## config.mk

```make
export PLATFORM = sky130hd
export DESIGN_NAME = jt1943_prog_fmt
export DESIGN_NICKNAME = d
export VERILOG_FILES = /design/src/rtl/jt1943_prog_fmt.sv
export SDC_FILE = /design/constraint.sdc
export NUM_CORES = 1
export LEC_CHECK = 0
export ABC_CLOCK_PERIOD_IN_PS = 3770
export BUFFER_PORTS_ARGS = -buffer_cell sky130_fd_sc_hd__buf_4
export CAP_MARGIN = 10
export CORE_AREA = 2 2 111 113
export DETAILED_ROUTE_END_ITERATION = 7
export DIE_AREA = 0 0 113 115
export PLACE_DENSITY = 0.74
export SETUP_SLACK_MARGIN = 0.02
export SLEW_MARGIN = 15
export SYNTH_ARGS = -nofsm -noshare
export SYNTH_HDL_FRONTEND = slang
export SYNTH_SLANG_ARGS = --single-unit
```

## constraint.sdc

```tcl
create_clock -name clk -period 3.77 [get_ports clk]
set_clock_uncertainty 0.2 [all_clocks]
set_input_delay 0.754 -clock clk [delete_from_list [all_inputs] [get_ports clk]]
set_output_delay 0.754 -clock clk [all_outputs]
set_load 0.02 [all_outputs]
```

## src/rtl/jt1943_prog_fmt.sv

```systemverilog
// jt1943_prog_fmt: ROM download formatter.
// Maps each downloaded byte into the SDRAM layout or onto the on-chip PROM
// write strobes. SDRAM bytes pass through a 2-entry buffer to the
// prog_we/prog_ack handshake.
// Optional feature macro: JT1943_PROG_CHECKSUM_EN (16-bit byte sum on checksum).
module jt1943_prog_fmt #(
  parameter logic [21:0] SNDADDR  = 22'h28000,
  parameter logic [21:0] CHARADDR = 22'h30000,
  parameter logic [21:0] SCRADDR  = 22'h38000,
  parameter logic [21:0] SCR_HALF = 22'h40000,
  parameter logic [21:0] OBJADDR  = 22'hB8000,
  parameter logic [21:0] OBJ_HALF = 22'h20000,
  parameter logic [21:0] PROMADDR = 22'hF8000,
  parameter int unsigned PROM_CNT = 10
) (
  input  logic                clk,
  input  logic                rst,
  input  logic                downloading,
  input  logic                ioctl_wr,
  input  logic [21:0]         ioctl_addr,
  input  logic [7:0]          ioctl_data,
  output logic                prog_we,
  output logic [21:0]         prog_addr,
  output logic [7:0]          prog_data,
  output logic [1:0]          prog_mask,
  input  logic                prog_ack,
  output logic [PROM_CNT-1:0] prom_we,
  output logic [7:0]          prom_addr,
  output logic [3:0]          prom_data,
  output logic                prog_done,
  output logic                overflow,
  output logic [15:0]         checksum
);

  typedef enum logic [1:0] {REG_LIN, REG_SCR, REG_OBJ, REG_PROM} region_t;

  logic                r_s1_valid;
  logic [21:0]         r_s1_addr;
  logic [7:0]          r_s1_data;
  logic                r_dl_d;
  logic                r_overflow;
  logic [21:0]         r_addr [2];
  logic [7:0]          r_data [2];
  logic [1:0]          r_mask [2];
  logic                r_rd;
  logic                r_wr;
  logic [1:0]          r_cnt;
  logic [PROM_CNT-1:0] r_prom_we;
  logic [7:0]          r_prom_addr;
  logic [3:0]          r_prom_data;

  region_t             w_region;
  logic [21:0]         w_off;
  logic [21:0]         w_wr_addr;
  logic [1:0]          w_wr_mask;
  logic [13:0]         w_prom_idx;
  logic                w_prom_ok;
  logic [PROM_CNT-1:0] w_prom_onehot;
  logic                w_push;
  logic                w_pop;
  logic                w_full;
  logic                w_acc;
  logic                w_drop;
  logic                w_dl_rise;

  // Region decode, highest base first, and SDRAM address/lane remap
  always_comb begin
    w_region  = REG_LIN;
    w_off     = '0;
    w_wr_addr = {1'b0, r_s1_addr[21:1]};
    w_wr_mask = r_s1_addr[0] ? 2'b01 : 2'b10;
    if (r_s1_addr >= PROMADDR) begin
      w_region = REG_PROM;
      w_off    = r_s1_addr - PROMADDR;
    end else if (r_s1_addr >= OBJADDR) begin
      w_region  = REG_OBJ;
      w_off     = r_s1_addr - OBJADDR;
      // halves interleave onto one word: first half low lane, second half high lane
      w_wr_addr = (OBJADDR >> 1) + (w_off & (OBJ_HALF - 22'd1));
      w_wr_mask = (w_off >= OBJ_HALF) ? 2'b01 : 2'b10;
    end else if (r_s1_addr >= SCRADDR) begin
      w_region  = REG_SCR;
      w_off     = r_s1_addr - SCRADDR;
      w_wr_addr = (SCRADDR >> 1) + (w_off & (SCR_HALF - 22'd1));
      w_wr_mask = (w_off >= SCR_HALF) ? 2'b01 : 2'b10;
    end
  end

  assign w_prom_idx    = w_off[21:8];
  assign w_prom_ok     = (w_prom_idx < 14'(PROM_CNT));
  assign w_prom_onehot = PROM_CNT'(1) << w_prom_idx;

  assign w_full    = (r_cnt == 2'd2);
  assign w_pop     = prog_ack & (r_cnt != 2'd0);
  assign w_push    = r_s1_valid & (w_region != REG_PROM);
  assign w_acc     = w_push & (~w_full | w_pop);
  assign w_drop    = w_push & w_full & ~w_pop;
  assign w_dl_rise = downloading & ~r_dl_d;

  // Stage 1: capture accepted download strobes
  always_ff @(posedge clk) begin
    if (rst) begin
      r_s1_valid <= 1'b0;
      r_s1_addr  <= '0;
      r_s1_data  <= '0;
    end else begin
      r_s1_valid <= ioctl_wr & downloading;
      if (ioctl_wr & downloading) begin
        r_s1_addr <= ioctl_addr;
        r_s1_data <= ioctl_data;
      end
    end
  end

  // 2-entry buffer; when full, a pop frees the head slot the push reuses
  always_ff @(posedge clk) begin
    if (rst) begin
      for (int unsigned i = 0; i < 2; i++) begin
        r_addr[i] <= '0;
        r_data[i] <= '0;
        r_mask[i] <= '1;
      end
      r_rd  <= 1'b0;
      r_wr  <= 1'b0;
      r_cnt <= '0;
    end else begin
      if (w_acc) begin
        r_addr[r_wr] <= w_wr_addr;
        r_data[r_wr] <= r_s1_data;
        r_mask[r_wr] <= w_wr_mask;
        r_wr         <= ~r_wr;
      end
      if (w_pop) r_rd <= ~r_rd;
      r_cnt <= r_cnt + {1'b0, w_acc} - {1'b0, w_pop};
    end
  end

  // PROM strobe: one-cycle pulse, out-of-range PROM index discarded
  always_ff @(posedge clk) begin
    if (rst) begin
      r_prom_we   <= '0;
      r_prom_addr <= '0;
      r_prom_data <= '0;
    end else begin
      r_prom_we <= '0;
      if (r_s1_valid && w_region == REG_PROM && w_prom_ok) begin
        r_prom_we   <= w_prom_onehot;
        r_prom_addr <= w_off[7:0];
        r_prom_data <= r_s1_data[3:0];
      end
    end
  end

  // Sticky overflow, cleared when a new download starts
  always_ff @(posedge clk) begin
    if (rst) begin
      r_dl_d     <= 1'b0;
      r_overflow <= 1'b0;
    end else begin
      r_dl_d <= downloading;
      if (w_dl_rise)   r_overflow <= 1'b0;
      else if (w_drop) r_overflow <= 1'b1;
    end
  end

`ifdef JT1943_PROG_CHECKSUM_EN
  logic [15:0] r_sum;
  logic        w_sum_en;

  assign w_sum_en = w_acc | (r_s1_valid & (w_region == REG_PROM) & w_prom_ok);

  // Running sum of every byte that reached the buffer or a PROM
  always_ff @(posedge clk) begin
    if (rst)           r_sum <= '0;
    else if (w_dl_rise) r_sum <= '0;
    else if (w_sum_en)  r_sum <= r_sum + {8'h00, r_s1_data};
  end

  assign checksum = r_sum;
`else
  assign checksum = '0;
`endif

  assign prog_we   = (r_cnt != 2'd0);
  assign prog_addr = r_addr[r_rd];
  assign prog_data = r_data[r_rd];
  assign prog_mask = r_mask[r_rd];
  assign prom_we   = r_prom_we;
  assign prom_addr = r_prom_addr;
  assign prom_data = r_prom_data;
  assign prog_done = ~downloading & (r_cnt == 2'd0) & ~r_s1_valid;
  assign overflow  = r_overflow;

endmodule

```

# Word-level counts from Yosys, hierarchy flattened
# Memory sizes are Yosys's and may differ from the RTL's. A register that Yosys moved wholly into a read port is not among the register bits.
# Index checks and enable logic that the tools add are counted.
# Widths: inputs -> output; s select.
# word_totals
reg_bits	59
latch_bits	0
ram_bits	64
romBits	0
output_inout_bits	73
memories	3
# mem_list
name	depth	word_bits	rd	rd_clocked_by_memory_dff	wr	line_no	rtl
r_addr	2	22	1	1	2	42	logic [21:0] r_addr [2];
r_data	2	8	1	1	2	43	logic [7:0] r_data [2];
r_mask	2	2	1	1	2	44	logic [1:0] r_mask [2];
# op_classes
addsub	7
n_mul	0
div_mod_pow	0
order_cmp	6
n_eq_ne	3
n_shift	1
mux	35
bitwise	18
n_reduce_logical	9
# ops
operator	n
$mux 22	5
$ge 22x18->1 const B	2
$ge 22x20->1 const B	2
$sub 22x20->22 const B	2
$mux 21	2
$ge 22x19->1 const B	1
$reduce_or 22->1	1
$sub 22x18->22 const B	1
$add 19x17->20 const A	1
$add 17x18->19 const A	1
$mux 1	18
$mux 2	9
$lt 14x4->1 const B	1
$shl 1x14->10 const A	1
$and 1x1->1	9
$mux 8	1
$not 1->1	8
$reduce_or 8->1	1
$reduce_or 2->1	3
$eq 2x2->1 const B	2
$add 2x1->2	1
$logic_and 1x1->1	2
$logic_not 2->1	1
$ne 2x2->1 const B	1
other kinds (3)	3

# Depth between registers and ports, before layout
# logic_depth
depth_word	12
mapped_depth	12

# Least setup slack after synthesis
# No wires, ideal clock.
# synth_path
kind	register -> register
startpoint	register r_s1_addr[15]
endpoint	memory r_addr[0][0] (enable)
arrival_time_ns	2.876
path_slack_ns	0.269
stages_incl_launch_ff	8
n_path_buf	1
synth_period_minus_slack_ns	3.501
cell_sequence	dfxtp_1 -> ha_1 -> buf_4 -> nand2_4 -> or3_4 -> o21a_2 -> o2111ai_4 -> o21bai_1
# synth_lines
item	line_no	rtl
from (decl)	38	logic [21:0] r_s1_addr;
from (signal assigned)	109	r_s1_addr <= ioctl_addr;
to (decl)	42	

# Worst setup path after layout
# layout_path
startpoint	register r_s1_addr[15]
endpoint	register r_cnt[1]
# layout_via
elab_chain_len	9
word_cells_on_any_way	11
cone_classes	add/sub (2); order compare (3); eq/ne (1); mux (3); bitwise (2)
# layout_lines
item	line_no	rtl
$ge 22x18->1	81	end else if (r_s1_addr >= SCRADDR) begin
$mux 1	81	
$mux 2	75	end else if (r_s1_addr >= OBJADDR) begin
$mux 2 *	72	if (r_s1_addr >= PROMADDR) begin
$ne 2x2->1 *	95	assign w_push = r_s1_valid & (w_region != REG_PROM);
$and 1x1->1 *	95	
$and 1x1->1 *	96	assign w_acc = w_push & (~w_full | w_pop);
$add 2x1->2 *	134	r_cnt <= r_cnt + {1'b0, w_acc} - {1'b0, w_pop};
$sub 2x1->2 *	134	
to (signal assigned)	134	
to (decl)	47	logic [1:0] r_cnt;
# Every way passes the cells marked *; elsewhere a longest branch is shown, timed or not.
# A chain may end at the register's enable or synchronous reset.

==> run metrics <==
Synth Cell Area about 0.0058 mm^2; Detailed Place HPWL approximately 9000 um; clk sinks about 120; CP startpoint kind register; status finished, violations left; number of failing hold endpoints at the final stage 0; synth warn 0; Post-synth EDFFs 62; Worst-Margin Slew approximately 1.1 ns; Root Driver clkbuf_16; All-Layer GR Usage a little over a fifth; Max Cap Viol 0; peak supply drop around 0.00024 V; Core Area around 0.012 mm^2; initial core utilization 48.73%; Via Count 4,531; clock-pin slew on the worst setup and hold paths 0.06 ns; Placer Congestion between 0.8 and 0.9; most common cell after layout, fill and taps aside buf_4; Buffers on Ports 90; LEAKAGE about 0.0028 uW; Syn-to-layout area delta 23.63%; Yosys cell types a little over 60; Max Clock Freq between 300 and 400 MHz; Post-Synthesis Cells between 500 and 600; power density cells approximately 570 mW/mm^2; Slew HR approximately a quarter; failing checks design-rule violations; share of power burned in registers 37.5%; setup ws final around 0.48 ns; Tmin final 3.287 ns; DRT antenna net count 0; number of synthesized register bits ~120; Post-synth ARST share 0%; setup slack, reg-to-reg slightly below 0.5 ns; Clock power frac about 45%; nets a little under 700; CP max FO 11; vias in the first global route around 4,300; initial DRC count between 400 and 500; CP required around 3.8 ns; combinational fraction of design power between 10% and 20%; Remaining Overflow, GRT 0; RR Startpoint r_s1_addr[15]; Final Max Tran Viols 0; number of buffers created by CTS 17; net switching power 1043 uW; Pwr Total ~4000 uW; worst min-delay path category register to register; CP Class register to register; antenna fix cells 0; CTS tree yes; most frequent cells in the layout 100 x buf_4, 76 x nand2_1, 75 x a21oi_1, 62 x edfxtp_1, 60 x dfxtp_1; register area share after synthesis a little over half; final wirelength approximately 14,000 um; layout cells sized above 1 a little over a quarter; pre-CTS setup slack 0.5328 ns; row count 40; largest net degree at the start of global routing 67; Multi-input gate area roughly 0.0024 mm^2; WL per Instance between 15 and 20 um; Fillers ~1,000; # DRC 7; commonest register cell after synthesis edfxtp_1; I/O pin total 108; hold_buf cts 0; Worst EP arrival roughly 3.4 ns; Skew-Pair Late Insertion Delay ~0.42 ns; first-pass GRT wire length 21,710 um; Int Pwr ~3000 uW; TNS Setup 0 ns; Worst R2R End r_cnt[1]; CTS H-tree depth 4; die height 115 um; register area slightly above 0.003 mm^2; syn avg cell area about 10 um^2; CP endpoint r_cnt[1]; setup bufs post-CTS 0; Die X about 110 um; period utilization between 80 and 90%; post-cts gate resize count 0; Hold WS around 0.27 ns; Vias per Instance around 5.6; Worst R2R Path Depth 11; Crit. Startpoint r_s1_addr[15]; Max Root-Sink Buffers 2; Pre-antenna DRT Iters 8; Setup Viol. Count Final 0; initial antenna violation count 0; Worst Setup End Kind register; Sw Share about a quarter; Die Area between 0.01 and 0.015 mm^2; unrepaired setup endpoints after global routing no
[critical path: stages, from the launching register on]
cell	delay [ns]
dfxtp_1	0.55
ha_1	0.43
nand2_4	0.11
or3_4	0.38
o21a_2	0.30
o2111ai_4	0.32
ha_1	0.29
inv_1	0.06
ha_1	0.15
xor2_1	0.18
xnor2_1	0.13
nor2_1	0.05
[routing by layer]
| metal | wire [um] | track usage (%) | vias up |
|---|---|---|---|
| li1 | - | - | 2153 |
| met1 | 5748 | 27.27 | 2116 |
| met2 | 6555 | 34.89 | 232 |
| met3 | 994 | 5.219 | 30 |
| met4 | 311 | 8.943 | 0 |
| met5 | 0 | 0 | - |
[metrics by stage]
| stage | cells | area (um^2) | utilization, % |
|---|---|---|---|
| after floorplan | 579 | 5831 | - |
| after global placement | 774 | 6455 | 54.65 |
| after detailed placement | 774 | 6455 | 54.65 |
| after CTS | 806 | 7116 | 60.24 |
| after global routing | 806 | 7116 | 60.24 |
| final | 806 | 7116 | 60.24 |
[how the worst min path moves through the flow]
stage	startpoint	to	depth (start not counted)
after floorplan	r_s1_data[4]	r_s1_data[4]	2
after global routing	prom_addr[7]	prom_addr[7]	2
final	prom_addr[7]	prom_addr[7]	2
after CTS	prom_addr[5]	prom_addr[5]	2
after detailed placement	r_s1_data[6]	r_s1_data[6]	2
after global placement	r_s1_data[4]	r_s1_data[4]	2
[kinds of logic (layout without fill, tap and decap cells)]
family / count (synthesis) / after routing / synth area share (%)
xor+xnor: 5 / 5 / 0.7610
mux: 39 / 39 / 7.456
simple gates: 197 / 197 / 18.20
other cells: 1 / 21 / 0.06515
buf+inv: 61 / 141 / 6.043
fa+ha+maj: 6 / 6 / 1.304
flops: 122 / 122 / 53.22
compound gates: 128 / 128 / 12.96
[cell type report]
class                      count  area share (%)
multi-input combinational    396           34.06
sequential                   122           43.05
timing repair buffer         100           10.55
tap                          147           2.585
clock inverter                12           2.708
inverter                       9          0.4748
clock buffer                  20           6.576
[power by group through the flow]
| stage | Sequential [uW] | Combinational [uW] | Clock [uW] |
|---|---|---|---|
| floorplan | 1520 | 495 | 0 |
| global placement | 1530 | 710 | 0 |
| detailed placement | 1540 | 720 | 0 |
| CTS | 1510 | 727 | 1810 |
| global route | 1520 | 778 | 1880 |
| finish | 1510 | 723 | 1800 |
[registers in the layout (all words and copies together), names as in the netlist, 4 cells and up, named ones only]
register   count
r_s1_addr     22
r_s1_data      8
prom_we       10
prom_data      4
r_mask         4
prom_addr      8
r_data        16
r_addr        42
[synthesized netlist by cell type (3+ instances only)]
cell type	count	area share [%]
ha_1	6	1.3
nor4_1	6	0.65
nor2_1	15	0.98
nand4_1	5	0.54
clkbuf_1	17	1.1
nand2b_1	10	1.1
nor2b_1	3	0.33
buf_1	4	0.26
o31ai_1	5	0.65
a21oi_1	75	6.5
inv_1	9	0.59
nand3b_1	10	1.3
nor3_1	12	1.0
or3_1	3	0.33
mux2i_1	8	1.4
buf_6	4	0.78
xnor2_1	3	0.46
buf_2	5	0.43
and2_1	22	2.4
edfxtp_1	62	32
dfxtp_1	60	21
nand2_1	76	5.0
nand3_1	17	1.5
buf_4	22	2.9
a31oi_1	5	0.54
mux2_2	31	6.1
o21ai_0	22	1.9
Power figures use the tool's default switching activity.
